### src/rtl/if_pkg.sv
// -----------------------------------------------------------------------------
// if_pkg
// Shared types and constants for the instruction-fetch stage.
//   if_state_t : fetch FSM states (request, wait for response, hold under
//                freeze, drain a response orphaned by a redirect)
//   NOP_INSTR  : word presented to IF_to_ID when no real instruction is valid
//   PC_STEP    : byte distance between consecutive instructions
// -----------------------------------------------------------------------------
`ifndef WORD_LEN
`define WORD_LEN 32
`endif

package if_pkg;

    typedef enum logic [1:0] {
        S_REQ   = 2'd0,
        S_WAIT  = 2'd1,
        S_HOLD  = 2'd2,
        S_DRAIN = 2'd3
    } if_state_t;

    localparam int unsigned NOP_INSTR = 0;
    localparam int unsigned PC_STEP   = 4;

endpackage

### src/rtl/if_stage_pc_reg.sv
// -----------------------------------------------------------------------------
// pc_reg
// Program counter register for the fetch stage.
//   clk      : rising-edge clock
//   rst      : asynchronous active-low reset, loads RESET_PC
//   load     : take load_val (branch redirect); wins over advance
//   load_val : redirect address, already word aligned by the caller
//   advance  : step to the next sequential instruction (modulo 2^WORD_LEN)
//   pc       : current fetch address
// -----------------------------------------------------------------------------
module pc_reg
    import if_pkg::*;
#(
    parameter int                  WORD_LEN = `WORD_LEN,
    parameter logic [WORD_LEN-1:0] RESET_PC = '0
) (
    input  logic                clk,
    input  logic                rst,
    input  logic                load,
    input  logic [WORD_LEN-1:0] load_val,
    input  logic                advance,
    output logic [WORD_LEN-1:0] pc
);

    always_ff @(posedge clk or negedge rst) begin
        if (!rst) begin
            pc <= RESET_PC;
        end else if (load) begin
            pc <= load_val;
        end else if (advance) begin
            pc <= pc + WORD_LEN'(PC_STEP);
        end
    end

endmodule

### src/rtl/if_stage.sv
// -----------------------------------------------------------------------------
// if_stage
// Instruction-fetch stage: owns the PC, issues one instruction-memory request
// at a time and presents each returned word, registered, to IF_to_ID.
//   clk, rst        : clock, asynchronous active-low reset
//   freeze          : hazard stall, holds a delivered instruction and the PC
//   branch_taken    : redirect strobe from a later stage
//   branch_target   : redirect address (low two bits ignored)
//   imem_req/addr   : request valid / address (address always equals pc)
//   imem_gnt        : request accepted this cycle
//   imem_rvalid/rdata : response valid / word
//   instruction     : fetched word, NOP when valid is low
//   pc_out          : address of instruction
//   valid           : instruction holds a real fetched word
//   flush           : one-cycle pulse clearing IF_to_ID after a redirect
// -----------------------------------------------------------------------------
module if_stage
    import if_pkg::*;
#(
    parameter int                  WORD_LEN = `WORD_LEN,
    parameter logic [WORD_LEN-1:0] RESET_PC = '0
) (
    input  logic                clk,
    input  logic                rst,
    input  logic                freeze,
    input  logic                branch_taken,
    input  logic [WORD_LEN-1:0] branch_target,
    output logic                imem_req,
    output logic [WORD_LEN-1:0] imem_addr,
    input  logic                imem_gnt,
    input  logic                imem_rvalid,
    input  logic [WORD_LEN-1:0] imem_rdata,
    output logic [WORD_LEN-1:0] instruction,
    output logic [WORD_LEN-1:0] pc_out,
    output logic                valid,
    output logic                flush
);

    if_state_t           state;
    logic                active;
    logic [WORD_LEN-1:0] pc;
    logic [WORD_LEN-1:0] aligned_target;
    logic                grant_fire;
    logic                advance;
    logic                in_flight_after;

    // active is a registered "out of reset" flag so imem_req stays low during
    // reset without decoding the reset pin combinationally.
    assign imem_req  = active && (state == S_REQ);
    assign imem_addr = pc;

    assign grant_fire     = imem_req && imem_gnt;
    assign aligned_target = branch_target & ~WORD_LEN'(PC_STEP - 1);

    assign advance = ((state == S_WAIT) && imem_rvalid && !freeze) ||
                     ((state == S_HOLD) && !freeze);

    // A request is still owed a response after this edge if it was just
    // granted, or if we are waiting and the response did not arrive now.
    // A response landing in the same cycle as a redirect retires the request,
    // so there is nothing left to drain.
    assign in_flight_after = ((state == S_REQ) && grant_fire) ||
                             (((state == S_WAIT) || (state == S_DRAIN)) && !imem_rvalid);

    pc_reg #(
        .WORD_LEN (WORD_LEN),
        .RESET_PC (RESET_PC)
    ) u_pc_reg (
        .clk      (clk),
        .rst      (rst),
        .load     (branch_taken),
        .load_val (aligned_target),
        .advance  (advance),
        .pc       (pc)
    );

    // Fetch FSM with registered IF_to_ID outputs; a redirect pre-empts
    // every other transition, including a response arriving this cycle.
    always_ff @(posedge clk or negedge rst) begin
        if (!rst) begin
            state       <= S_REQ;
            active      <= 1'b0;
            instruction <= WORD_LEN'(NOP_INSTR);
            pc_out      <= '0;
            valid       <= 1'b0;
            flush       <= 1'b0;
        end else begin
            active <= 1'b1;
            flush  <= branch_taken;
            if (branch_taken) begin
                valid       <= 1'b0;
                instruction <= WORD_LEN'(NOP_INSTR);
                state       <= in_flight_after ? S_DRAIN : S_REQ;
            end else begin
                case (state)
                    S_REQ: begin
                        valid       <= 1'b0;
                        instruction <= WORD_LEN'(NOP_INSTR);
                        if (grant_fire) begin
                            state <= S_WAIT;
                        end
                    end
                    S_WAIT: begin
                        if (imem_rvalid) begin
                            instruction <= imem_rdata;
                            pc_out      <= pc;
                            valid       <= 1'b1;
                            state       <= freeze ? S_HOLD : S_REQ;
                        end else begin
                            valid       <= 1'b0;
                            instruction <= WORD_LEN'(NOP_INSTR);
                        end
                    end
                    S_HOLD: begin
                        if (!freeze) begin
                            valid       <= 1'b0;
                            instruction <= WORD_LEN'(NOP_INSTR);
                            state       <= S_REQ;
                        end
                    end
                    S_DRAIN: begin
                        valid       <= 1'b0;
                        instruction <= WORD_LEN'(NOP_INSTR);
                        if (imem_rvalid) begin
                            state <= S_REQ;
                        end
                    end
                    default: begin
                        state <= S_REQ;
                    end
                endcase
            end
        end
    end

endmodule

### config.mk
export PLATFORM = sky130hd
export DESIGN_NAME = if_stage
export DESIGN_NICKNAME = d
export VERILOG_FILES = /design/src/rtl/if_pkg.sv /design/src/rtl/if_stage_pc_reg.sv /design/src/rtl/if_stage.sv
export SDC_FILE = /design/constraint.sdc
export NUM_CORES = 1
export LEC_CHECK = 0
export ABC_AREA = 1
export BUFFER_PORTS_ARGS = -buffer_cell sky130_fd_sc_hd__buf_4
export CAP_MARGIN = 15
export CORE_MARGIN = 10
export CORE_UTILIZATION = 29
export CTS_BUF_LIST = sky130_fd_sc_hd__clkbuf_16
export CTS_CLUSTER_DIAMETER = 60
export DETAILED_ROUTE_END_ITERATION = 8
export HOLD_SLACK_MARGIN = 0.03
export PLACE_DENSITY = 0.47
export REMOVE_ABC_BUFFERS = 1
export SLEW_MARGIN = 20
export SYNTH_ARGS = -nofsm -noshare
export SYNTH_HDL_FRONTEND = slang
export SYNTH_HIERARCHICAL = 1
export SYNTH_SLANG_ARGS = --single-unit
### constraint.sdc
create_clock -name clk -period 1.86 [get_ports clk]
set_input_delay 0.279 -clock clk [delete_from_list [all_inputs] [get_ports clk]]
set_output_delay 0.279 -clock clk [all_outputs]
set_load 0.05 [all_outputs]
# Word-level counts from Yosys, hierarchy flattened
# Cells that the tools add are included.
# word_totals
ff_bits	101
in_bits	70
output_inout_bits	99
word_cells	51
# classes
muxes	18
eq_ne	7
add_sub_neg	1
n_bitwise	1
reduce_logical	17
# op_table
operator	count
2-to-1 mux 32 bit	5
one-hot mux 32 bit (3 select lines)	1
adder 32 x 3 -> 32 bit, second input constant	1
2-to-1 mux 2 bit	7
inequality test 3 bit, second input constant	4
one-hot mux 2 bit (4 select lines)	1
logical AND 1 bit	7
== test 2 bit, second input constant	2
AND reduction 4 bit	1
logical OR 1 bit	3
2-to-1 mux 1 bit	3
one-hot mux 1 bit (3 select lines)	1
AND reduction 3 bit	1
== test 2 x 1 -> 1 bit, second input constant	1
logical NOT 1 bit	2
logical NOT 2 bit	1
nonzero test 2 bit	1
OR reduction 2 bit	1
NOT 1 bit	1

# Depth between registers and ports, before layout
# Gate-level depths: netlist (run 1).
# logic_depth
ltp_word	7
ltp_mapped	10
depth_no_buf	9

# Hierarchy
# Netlist (run 1), hierarchy kept.
# by_module_without_submodules
mod	cells_per_inst	area_each_um2	seq_area_each_um2	n_inst
if_stage	309	2849.0	1726.7	1
pc_reg	315	2159.6	800.8	1

# Least setup slack after synthesis (run 1)
# No wires, ideal clock.
# synth_path
path_kind	flip-flop to output port
startpoint	register state[1]
endpoint	output port imem_req
path_buffers	0
t_arrival_ns	1.610
path_stages_with_launch	2
setup_slack_ns	-0.029
required_ns	1.581
path_cell_list	dfrtp_1 > nor3b_1
# synth_between
elab_chain_len	2
# synth_lines
item	line	text
start: declaration	if_stage.sv:39	if_state_t state;
start signal: assignment	if_stage.sv:93	state <= in_flight_after ? S_DRAIN : S_REQ;
start signal: assignment	if_stage.sv:108	state <= freeze ? S_HOLD : S_REQ;
logical NOT 2 bit	if_stage.sv:49	assign imem_req = active && (state == S_REQ);
logical AND 1 bit	if_stage.sv:49	
end: declaration	if_stage.sv:28	output logic imem_req,
# Every way passes these cells.

# Worst setup path after layout (run 1)
# layout_path
startpoint	register u_pc_reg.pc[11]
endpoint	register u_pc_reg.pc[31]
# layout_between
elab_chain_len	3
# layout_lines
item	line	text
start: declaration	if_stage_pc_reg.sv:22	output logic [WORD_LEN-1:0] pc
start signal: assignment	if_stage_pc_reg.sv:29	pc <= load_val;
start signal: assignment	if_stage_pc_reg.sv:31	pc <= pc + WORD_LEN'(PC_STEP);
adder 32 x 3 -> 32 bit	if_stage_pc_reg.sv:31	
2-to-1 mux 32 bit	if_stage_pc_reg.sv:30	end else if (advance) begin
2-to-1 mux 32 bit	if_stage_pc_reg.sv:28	end else if (load) begin
# Every way passes these cells. The select of a mux whose other input is x is not followed.
# A chain may end at the register's enable or synchronous reset.

==> flow_metrics.tcl, run 1 <==
set metrics [dict create \
    final_net_count 864 \
    seq_power_share_pct 35.3 \
    ant_nets 0 \
    seq_area_frac_synth_pct 50.5 \
    end_kind "register" \
    vias_per_cell 4.48 \
    dr.first_iter.drc_count 197 \
    worstPathRequired_ns 2.10 \
    dpl_cell_area_um2 6550 \
    drc 0 \
    arrival_ns 1.83 \
    grt_max_degree 65 \
    syn-cell-area_um2 5010 \
    post-route-period-util_pct 85.7 \
    worstSkewPairLatency_ns 0.35 \
    finClkSkew_ns 0.00705 \
    antenna_cells 0 \
    power_switching_mw 3.93 \
    async_reset_ff_share_pct 100 \
    dieArea_um2 22900 \
    finish.utilization_pct 40.8 \
    pin_count 169 \
    vias 4559 \
    antenna_found_initial 0 \
    path_class "reg -> reg" \
    grt_use_total_pct 13.9 \
    p_int_mw 4.84 \
    htree_levels 3 \
    timing.hold.worst.class "in -> reg" \
    cts_made_buffers 9 \
    whs_ns 0.150 \
    drive_gt1_share_pct 27.7 \
    p_leak_nw 3.53 \
    num_rows 47 \
    coreArea_um2 16800 \
    finalWirelength_um 15800 \
    wl_per_cell_um 15.5 \
    postLayoutCellArea_um2 6840 \
    cts_tree "yes" \
    synth_top_area_cell "dfrtp_1" \
    syn2layout_area_growth_pct 36.5 \
    sw_frac_of_total_pct 44.8 \
    maxSlewViolCount 0 \
    detail_route.first_pass.iterations 4 \
    io_buffers 166 \
    finalCriticalPeriod_ns 1.59 \
    grt_pass1_vias 4780 \
    synthTopCellsByArea "dfrtp_1 50%, nand2_1 12%, nand3_1 7.8%, inv_1 6.9%, o21ai_0 4.0%" \
    overflow 0 \
    synth_seq_cells 101 \
    dp_hpwl_um 11800 \
    grt_pass1_wl_um 25400 \
    rsz0062_at_grt "no" \
    clock-sinks 101 \
    postCtsSetupRepairBufs 0 \
    synth_edf_count 0 \
    reg2reg_depth 7 \
    clockBufferDepth 2 \
    outcome "completed" \
    synth_cells 624 \
    whs_path_depth 3 \
    setup_viol 0 \
    synth_cell_types 30 \
    synth_top_area_share_pct 50.5 \
    die_w_um 151 \
    synthFlopType "dfrtp_1" \
    cp-start-kind "register" \
    maxCapViolCount 0 \
    avgSynthCellArea_um2 8.03 \
    path_clk_slew_ns 0.07 \
    cts.root.buffer_cell "clkbuf_16" \
    start_util_pct 29.9 \
    yosysWarnings 6 \
    power.density_nw_per_um2 1280 \
    final-hold-violation-count 0 \
    clock.fmax_mhz 628 \
    die_h_um 151 \
    gp_congestion 0.809 \
    max-vdd-ir-drop_uv 694 \
    clkPwrFrac_pct 21.0 \
    crit_fanout 6 \
    comb_power_share_pct 43.7 \
]
-- timing repair --
| item | CTS | global route |
|---|---|---|
| endpoints found under the setup margin | 0 | 0 |
| hold buffers | 1 | 0 |
| hold endpoints to repair | 33 | 0 |
| gates resized for setup | 0 | 0 |
-- per-layer routing --
layer  GRT usage [%]  routed length (µm)
met1            17.6                6950
met2            22.1                7170
met3            4.42                1450
met4            4.52                 194
met5               0                   0
-- stage by stage --
stage	TNS (ns)	power [mW]	std cells	setup WS (ns)
after CTS	0	8.91	1017	0.253
final	0	8.77	1017	0.267
after global placement	0	6.98	1001	0.293
after floorplan	-6.39	5.58	601	-0.367
after global routing	0	9.31	1017	0.0371
after detailed placement	0	7.02	1001	0.267
-- placed cells by master, fill, tap and decap left out, drive strengths merged --
cell and instances:
inv 94, dlygate4sd3 1, o211ai 2, nor3b 1, dfrtp 101, xor2 6, o21bai 5, ha 1
clkinv 5, nand3 79, bufinv 1, nor2 46, conb 3, a22oi 19, buf 180, o21ai 71
clkbuf 9, or2 1, and2 4, a21oi 3, nand2 165
-- area by class of cell --
type | count | area, µm²
Clock buffer | 9 | 225
Clock inverter | 6 | 55.1
Fill cell | 1781 | 9920
Inverter | 94 | 353
Multi-Input combinational cell | 406 | 1980
Sequential cell | 101 | 2530
Tap cell | 220 | 275
Timing Repair Buffer | 181 | 1420
-- worst paths after layout --
| path | from | slack, ns | to |
|---|---|---|---|
| min in group asynchronous | rst | 0.43 | instruction[0] |
| max | u_pc_reg/pc[11] | 0.27 | u_pc_reg/pc[31] |
| max reg2reg | u_pc_reg/pc[11] | 0.27 | u_pc_reg/pc[31] |
| max in group asynchronous | rst | 0.86 | pc_out[15] |
| min | branch_target[2] | 0.15 | u_pc_reg/pc[2] |
| min reg2reg | pc_out[16] | 0.48 | pc_out[16] |
-- cells by family (layout without fill, tap and decap cells) --
group                    Yosys count  after routing  share of synthesized area (%)
AND/OR/NAND/NOR                  296            296                           26.3
buffers and inverters            118            290                           10.1
flip-flops                       101            101                           50.5
AO/OA/AOI/OAI                    100            100                           11.7
XOR/XNOR                           6              6                           1.05
other                              2              3                          0.150
adder cells (fa/ha/maj)            1              1                          0.250
-- power groups by stage --
stage,logic (mW),registers [mW],clock network (mW)
finish,3.83,3.10,1.84
global route,4.11,3.19,2.01
global placement,3.86,3.12,0
floorplan,0.783,4.79,0
detailed placement,3.88,3.14,0
CTS,3.89,3.10,1.92
-- synth_stat cells (3+ instances only) --
cell      count
clkbuf_1      9
o21ai_2       5
buf_6         6
inv_1        92
a21oi_1       3
and2_1        3
nand2_2       3
o21ai_1      26
o21ai_0      40
buf_4         3
dfrtp_1     101
a22oi_1      19
nand2_1     161
nor2_1       31
xor2_1        6
buf_2         5
nand3_1      78
nor2_2       10
nor2_4        5
o21bai_1      5
-- worst max-delay path, cell delays in order, from the launching register on --
cell and delay [ns]:
dfrtp_1 0.49, nand2_1 0.11, nor2_1 0.29, nand2_1 0.13, nor2_2 0.22, nand3_1 0.11
nand3_1 0.09, nand2_1 0.05
Note: power is estimated with default switching activity, not from simulation.
==> run 2, diff against run 1 <==
--- a/config.mk
+++ b/config.mk
@@ -8,13 +8,16 @@
 export ABC_AREA = 1
 export BUFFER_PORTS_ARGS = -buffer_cell sky130_fd_sc_hd__buf_4
 export CAP_MARGIN = 15
+export CELL_PAD_IN_SITES_DETAIL_PLACEMENT = 1
+export CELL_PAD_IN_SITES_GLOBAL_PLACEMENT = 1
 export CORE_MARGIN = 10
 export CORE_UTILIZATION = 29
 export CTS_BUF_LIST = sky130_fd_sc_hd__clkbuf_16
 export CTS_CLUSTER_DIAMETER = 60
 export DETAILED_ROUTE_END_ITERATION = 8
-export HOLD_SLACK_MARGIN = 0.03
-export PLACE_DENSITY = 0.47
+export GPL_ROUTABILITY_DRIVEN = 0
+export HOLD_SLACK_MARGIN = 0.06
+export PLACE_DENSITY = 0.63
 export REMOVE_ABC_BUFFERS = 1
 export SLEW_MARGIN = 20
 export SYNTH_ARGS = -nofsm -noshare
==> run 2 against run 1 <==
Compared with the run above:
- critical path depth up 2
- first-iteration DRC count down 9.6%
- non-clock buffer count unchanged
- global-route usage up 1.2 points
- register-to-register slack worse by 0.09 ns
- fmax down 5.4%
- clock skew about the same
- routed wire length up 11%
- clock power about the same
- sequential cell count unchanged
- combinational power about the same
- largest cell class unchanged
==> flow_metrics.tcl, run 2 (same netlist as run 1, synthesis figures left out) <==
set metrics [dict create \
    outcome "completed" \
    drc 0 \
    vias 4733 \
    dp_hpwl_um 13300 \
    power.density_nw_per_um2 1300 \
    num_rows 47 \
    die_h_um 151 \
    finalCriticalPeriod_ns 1.69 \
    finClkSkew_ns 0.00691 \
    cts_tree "yes" \
    post-place-cells 1001 \
    antenna_cells 0 \
    post-route-period-util_pct 90.6 \
    dieArea_um2 22900 \
    end_kind "register" \
    worstSkewPairLatency_ns 0.34 \
    clock.fmax_mhz 593 \
    path_clk_slew_ns 0.07 \
    syn2layout_area_growth_pct 36.1 \
    clockBufferDepth 2 \
    detail_route.first_pass.iterations 6 \
    whs_endpoint "flush" \
    r2r-end "u_pc_reg/pc[24]" \
    dr.first_iter.drc_count 178 \
    pin_count 169 \
    r2r-start "state[0]" \
    grt_use_total_pct 15.1 \
    slowest_stage "dfrtp_1" \
    arrival_ns 1.97 \
    rsz0062_at_grt "no" \
    cp-start-kind "register" \
    max_stage_delay_ns 0.46 \
    cts.root.buffer_cell "clkbuf_16" \
    ant_nets 0 \
    layout_commonest_cell "buf_4" \
    p_leak_nw 3.53 \
    final_net_count 864 \
    antenna_found_initial 0 \
    timing.hold.worst.class "in -> reg" \
    clock-sinks 101 \
    hold_path.startpoint "branch_taken" \
    crit_fanout 19 \
    finalWirelength_um 17600 \
    worstPathRequired_ns 2.14 \
    setup_viol 0 \
    stdcell_count 1018 \
    maxCapViolCount 0 \
    r2r_slack_ns 0.17 \
    drive_gt1_share_pct 27.7 \
    final-hold-violation-count 0 \
    cts_made_buffers 9 \
    grt_pass1_wl_um 27500 \
    vias_per_cell 4.65 \
    overflow 0 \
    critPathLaunch "state[0]" \
    finish.utilization_pct 40.7 \
    grt_max_degree 39 \
    reg2reg_depth 9 \
    maxSlewViolCount 0 \
    whs_path_depth 1 \
    wl_per_cell_um 17.3 \
    die_w_um 151 \
    htree_levels 3 \
    grt_pass1_vias 5067 \
    final_cell_mix "176 x buf_4, 161 x nand2_1, 101 x dfrtp_1" \
    io_buffers 166 \
    cpMostUsedCell "nand2_1" \
    worstPathCellList "inv_2 > nor2_4 > nand3_1 > nand2_1 > nand2_1 > inv_1 > buf_6 > nand3_1 > nand2_1" \
    coreArea_um2 16800 \
    start_util_pct 29.9 \
    path_class "reg -> reg" \
    fillers 2060 \
    max-vdd-ir-drop_uv 737 \
]
[run 2: changes by cell type in the layout (fill, tap and decap cells not counted)]
cell / previous run / this run
inv_1: 92 / 93
clkinvlp_4: 0 / 1
buf_12: 5 / 3
buf_4: 175 / 176
clkinv_4: 1 / 0
buf_6: 0 / 1
[run 2: through the flow]
step                      setup TNS [ns]  cell area, µm²  hold slack [ns]  power, mW  setup WS, ns
after floorplan                    -6.39            4860          -0.0166       5.58        -0.367
after global placement                 0            6520            0.270       6.97         0.235
after detailed placement               0            6520            0.271       7.06         0.148
after CTS                              0            6820            0.128       8.99         0.104
after global routing                   0            6820            0.132       9.37        0.0252
final                                  0            6820            0.143       8.84         0.175
[run 2: area by class of cell]
cell class / count / area (µm²) / share of cell area (%)
Clock inverter: 7 / 57.6 / 0.844
Sequential cell: 101 / 2530 / 37.1
Multi-Input combinational cell: 406 / 1980 / 29.0
Clock buffer: 9 / 225 / 3.30
Timing Repair Buffer: 181 / 1400 / 20.6
Tap cell: 220 / 275 / 4.04
Inverter: 94 / 353 / 5.17
[run 2: what timing repair did]
item	CTS	global route
buffers inserted	0	0
hold buffers	1	0
hold endpoints to repair	33	0
setup endpoints to repair	0	10
gates resized for setup	0	1
[run 2: per-layer routing]
| metal | vias to the layer above | share of wire, % | track usage, % |
|---|---|---|---|
| li1 | 2315 | - | - |
| met1 | 2271 | 43 | 18.2 |
| met2 | 138 | 48 | 25.3 |
| met3 | 9 | 8.7 | 4.92 |
| met4 | 0 | 0.83 | 3.90 |
| met5 | - | 0 | 0 |
[run 2: power by group]
group          internal, mW  leakage [nW]  total (mW)  switching [mW]
Clock                  1.02         0.139        1.87           0.847
Sequential             2.69          1.30        3.12           0.435
Combinational          1.12          2.09        3.84            2.72
[run 2: worst max-delay path by stage]
stage	end	slack, ns	cells after the start
finish	u_pc_reg/pc[24]	0.17	9
global route	u_pc_reg/pc[13]	0.03	9
CTS	u_pc_reg/pc[24]	0.10	9
detailed placement	u_pc_reg/pc[24]	0.15	9
global placement	u_pc_reg/pc[24]	0.24	9
floorplan	u_pc_reg/pc[16]	-0.37	8
[run 2: critical path: cells and delay by family (launching register included)]
kind,cells,cell delay (ns)
and+or+nand+nor,6,0.70
DFF,1,0.46
buffers and inverters,3,0.46
==> run 3, diff against run 2 <==
--- a/config.mk
+++ b/config.mk
@@ -17,8 +17,10 @@
 export DETAILED_ROUTE_END_ITERATION = 8
 export GPL_ROUTABILITY_DRIVEN = 0
 export HOLD_SLACK_MARGIN = 0.06
+export MAX_ROUTING_LAYER = met4
 export PLACE_DENSITY = 0.63
 export REMOVE_ABC_BUFFERS = 1
+export SETUP_SLACK_MARGIN = 0.2
 export SLEW_MARGIN = 20
 export SYNTH_ARGS = -nofsm -noshare
 export SYNTH_HDL_FRONTEND = slang
==> run 3 against run 2 <==
Compared with the run above:
- cell area rose by 0.44%
- fmax rose by 8.2%
- critical endpoint is now imem_req
- critical path depth shrank 7
- routed wire length barely moved
- non-clock buffer count up 1
- critical path type is now reg -> out
- combinational power about the same
- largest cell class unchanged
==> flow_metrics.tcl, run 3 (same netlist as run 1, synthesis figures left out) <==
set metrics [dict create \
    outcome "completed" \
    p_leak_nw 3.52 \
    fillers 2060 \
    comb_power_share_pct 43.5 \
    dp_slack_ns 0.148 \
    cts.root.buffer_cell "clkbuf_16" \
    dieArea_um2 22900 \
    final-hold-violation-count 0 \
    drive_gt1_share_pct 29.2 \
    clock-sinks 101 \
    r2r-end "u_pc_reg/pc[24]" \
    seq_power_share_pct 35.3 \
    overflow 0 \
    postLayoutCellArea_um2 6850 \
    maxCapViolCount 0 \
    post-place-cells 1001 \
    r2r-start "u_pc_reg/pc[3]" \
    start_util_pct 29.9 \
    setup_viol 0 \
    path_clk_slew_ns 0.07 \
    power_switching_mw 4.01 \
    reg2reg_depth 8 \
    finClkSkew_ns 0.00547 \
    endpoint "imem_req" \
    die_w_um 151 \
    r2r_slack_ns 0.34 \
    final_cell_mix "177 x buf_4, 160 x nand2_1, 92 x inv_1, 92 x dfrtp_1, 78 x nand3_1" \
    path_class "reg -> out" \
    ant_nets 0 \
    arrival_ns 1.28 \
    die_h_um 151 \
    worstSkewPairLatency_ns 0.34 \
    dpl_cell_area_um2 6520 \
    sw_frac_of_total_pct 45.2 \
    crit_fanout 5 \
    antenna_found_initial 0 \
    whs_ns 0.144 \
    vias 4732 \
    post-route-period-util_pct 83.7 \
    antenna_cells 0 \
    end_kind "output pin" \
    htree_levels 3 \
    wl_per_cell_um 17.2 \
    grt_pass1_wl_um 27400 \
    dp_hpwl_um 13300 \
    timing.hold.worst.class "in -> reg" \
    power.density_nw_per_um2 1290 \
    layout_commonest_cell "buf_4" \
    clockBufferDepth 2 \
    dr.first_iter.drc_count 190 \
    maxSlewViolCount 0 \
    worstPathRequired_ns 1.58 \
    cp-start-kind "register" \
    grt_pass1_vias 5090 \
    pin_count 169 \
    rsz0062_at_grt "no" \
    stdcell_count 1019 \
    clkPwrFrac_pct 21.1 \
    detail_route.first_pass.iterations 4 \
    cts_tree "yes" \
    cts_made_buffers 9 \
    syn2layout_area_growth_pct 36.7 \
    clock.fmax_mhz 642 \
    vias_per_cell 4.64 \
    num_rows 47 \
    final_net_count 865 \
    p_int_mw 4.85 \
    grt_use_total_pct 15.5 \
    grt_max_degree 39 \
    drc 0 \
    p_total_mw 8.85 \
    finalCriticalPeriod_ns 1.56 \
    finalWirelength_um 17600 \
    max-vdd-ir-drop_uv 744 \
    critPathLaunch "state[1]" \
    coreArea_um2 16800 \
    io_buffers 166 \
    final.setup.worst_slack_ns 0.303 \
]
==> run 3: cell count changes in the layout (fill, tap and decap cells not counted), sizes merged <==
cell	change
buf	+1
==> run 3: stage by stage <==
step	utilization, %	setup TNS [ns]
global placement	38.9	0
CTS	40.7	0
floorplan	-	-6.39
finish	40.9	0
detailed placement	38.9	0
global route	40.9	0
==> run 3: worst min path at each step <==
stage | depth (start not counted) | startpoint | end
4_1_cts | 1 | branch_taken | flush
6_report | 1 | branch_taken | flush
2_1_floorplan | 0 | rst | active
3_3_place_gp | 1 | rst | instruction[16]
3_5_place_dp | 1 | rst | instruction[25]
5_1_grt | 1 | branch_taken | flush
==> run 3: layout make-up <==
cell class	instances	area [µm²]	share of cell area, %
clock buffers	9	225	3.29
clock inverters	7	57.6	0.840
inverters	94	353	5.15
multi-input cells	406	1990	29.0
flip-flops and latches	101	2540	37.1
well taps	220	275	4.02
repair buffers	182	1410	20.6
==> run 3: what timing repair did <==
item	CTS	global route
hold endpoints to repair	33	0
resized for setup	2	12
buffers inserted	0	1
hold buffers	1	0
cloned	0	0
setup endpoints to repair	19	21
==> run 3: power by group through the flow <==
stage                     logic [mW]  registers, mW  clock network (mW)
after CTS                       3.91           3.14                1.95
after detailed placement        3.89           3.17                   0
after global routing            4.12           3.22                2.05
final                           3.86           3.13                1.87
after floorplan                0.783           4.79                   0
after global placement          3.84           3.13                   0
==> run 3: routing by layer <==
metal | wire length [µm] | up-vias | GRT usage [%] | part of all wire, %
met3 | 1240 | 9 | 3.88 | 7.0
met2 | 8380 | 135 | 25.3 | 48
met5 | 0 | - | - | 0
li1 | - | 2320 | - | -
met4 | 145 | 0 | 3.90 | 0.83
met1 | 7810 | 2268 | 18.9 | 44
==> run 3: critical path, stage by stage (launching register included) <==
cell and delay, ns:
dfrtp_2 0.45, nor3b_1 0.25, buf_4 0.24
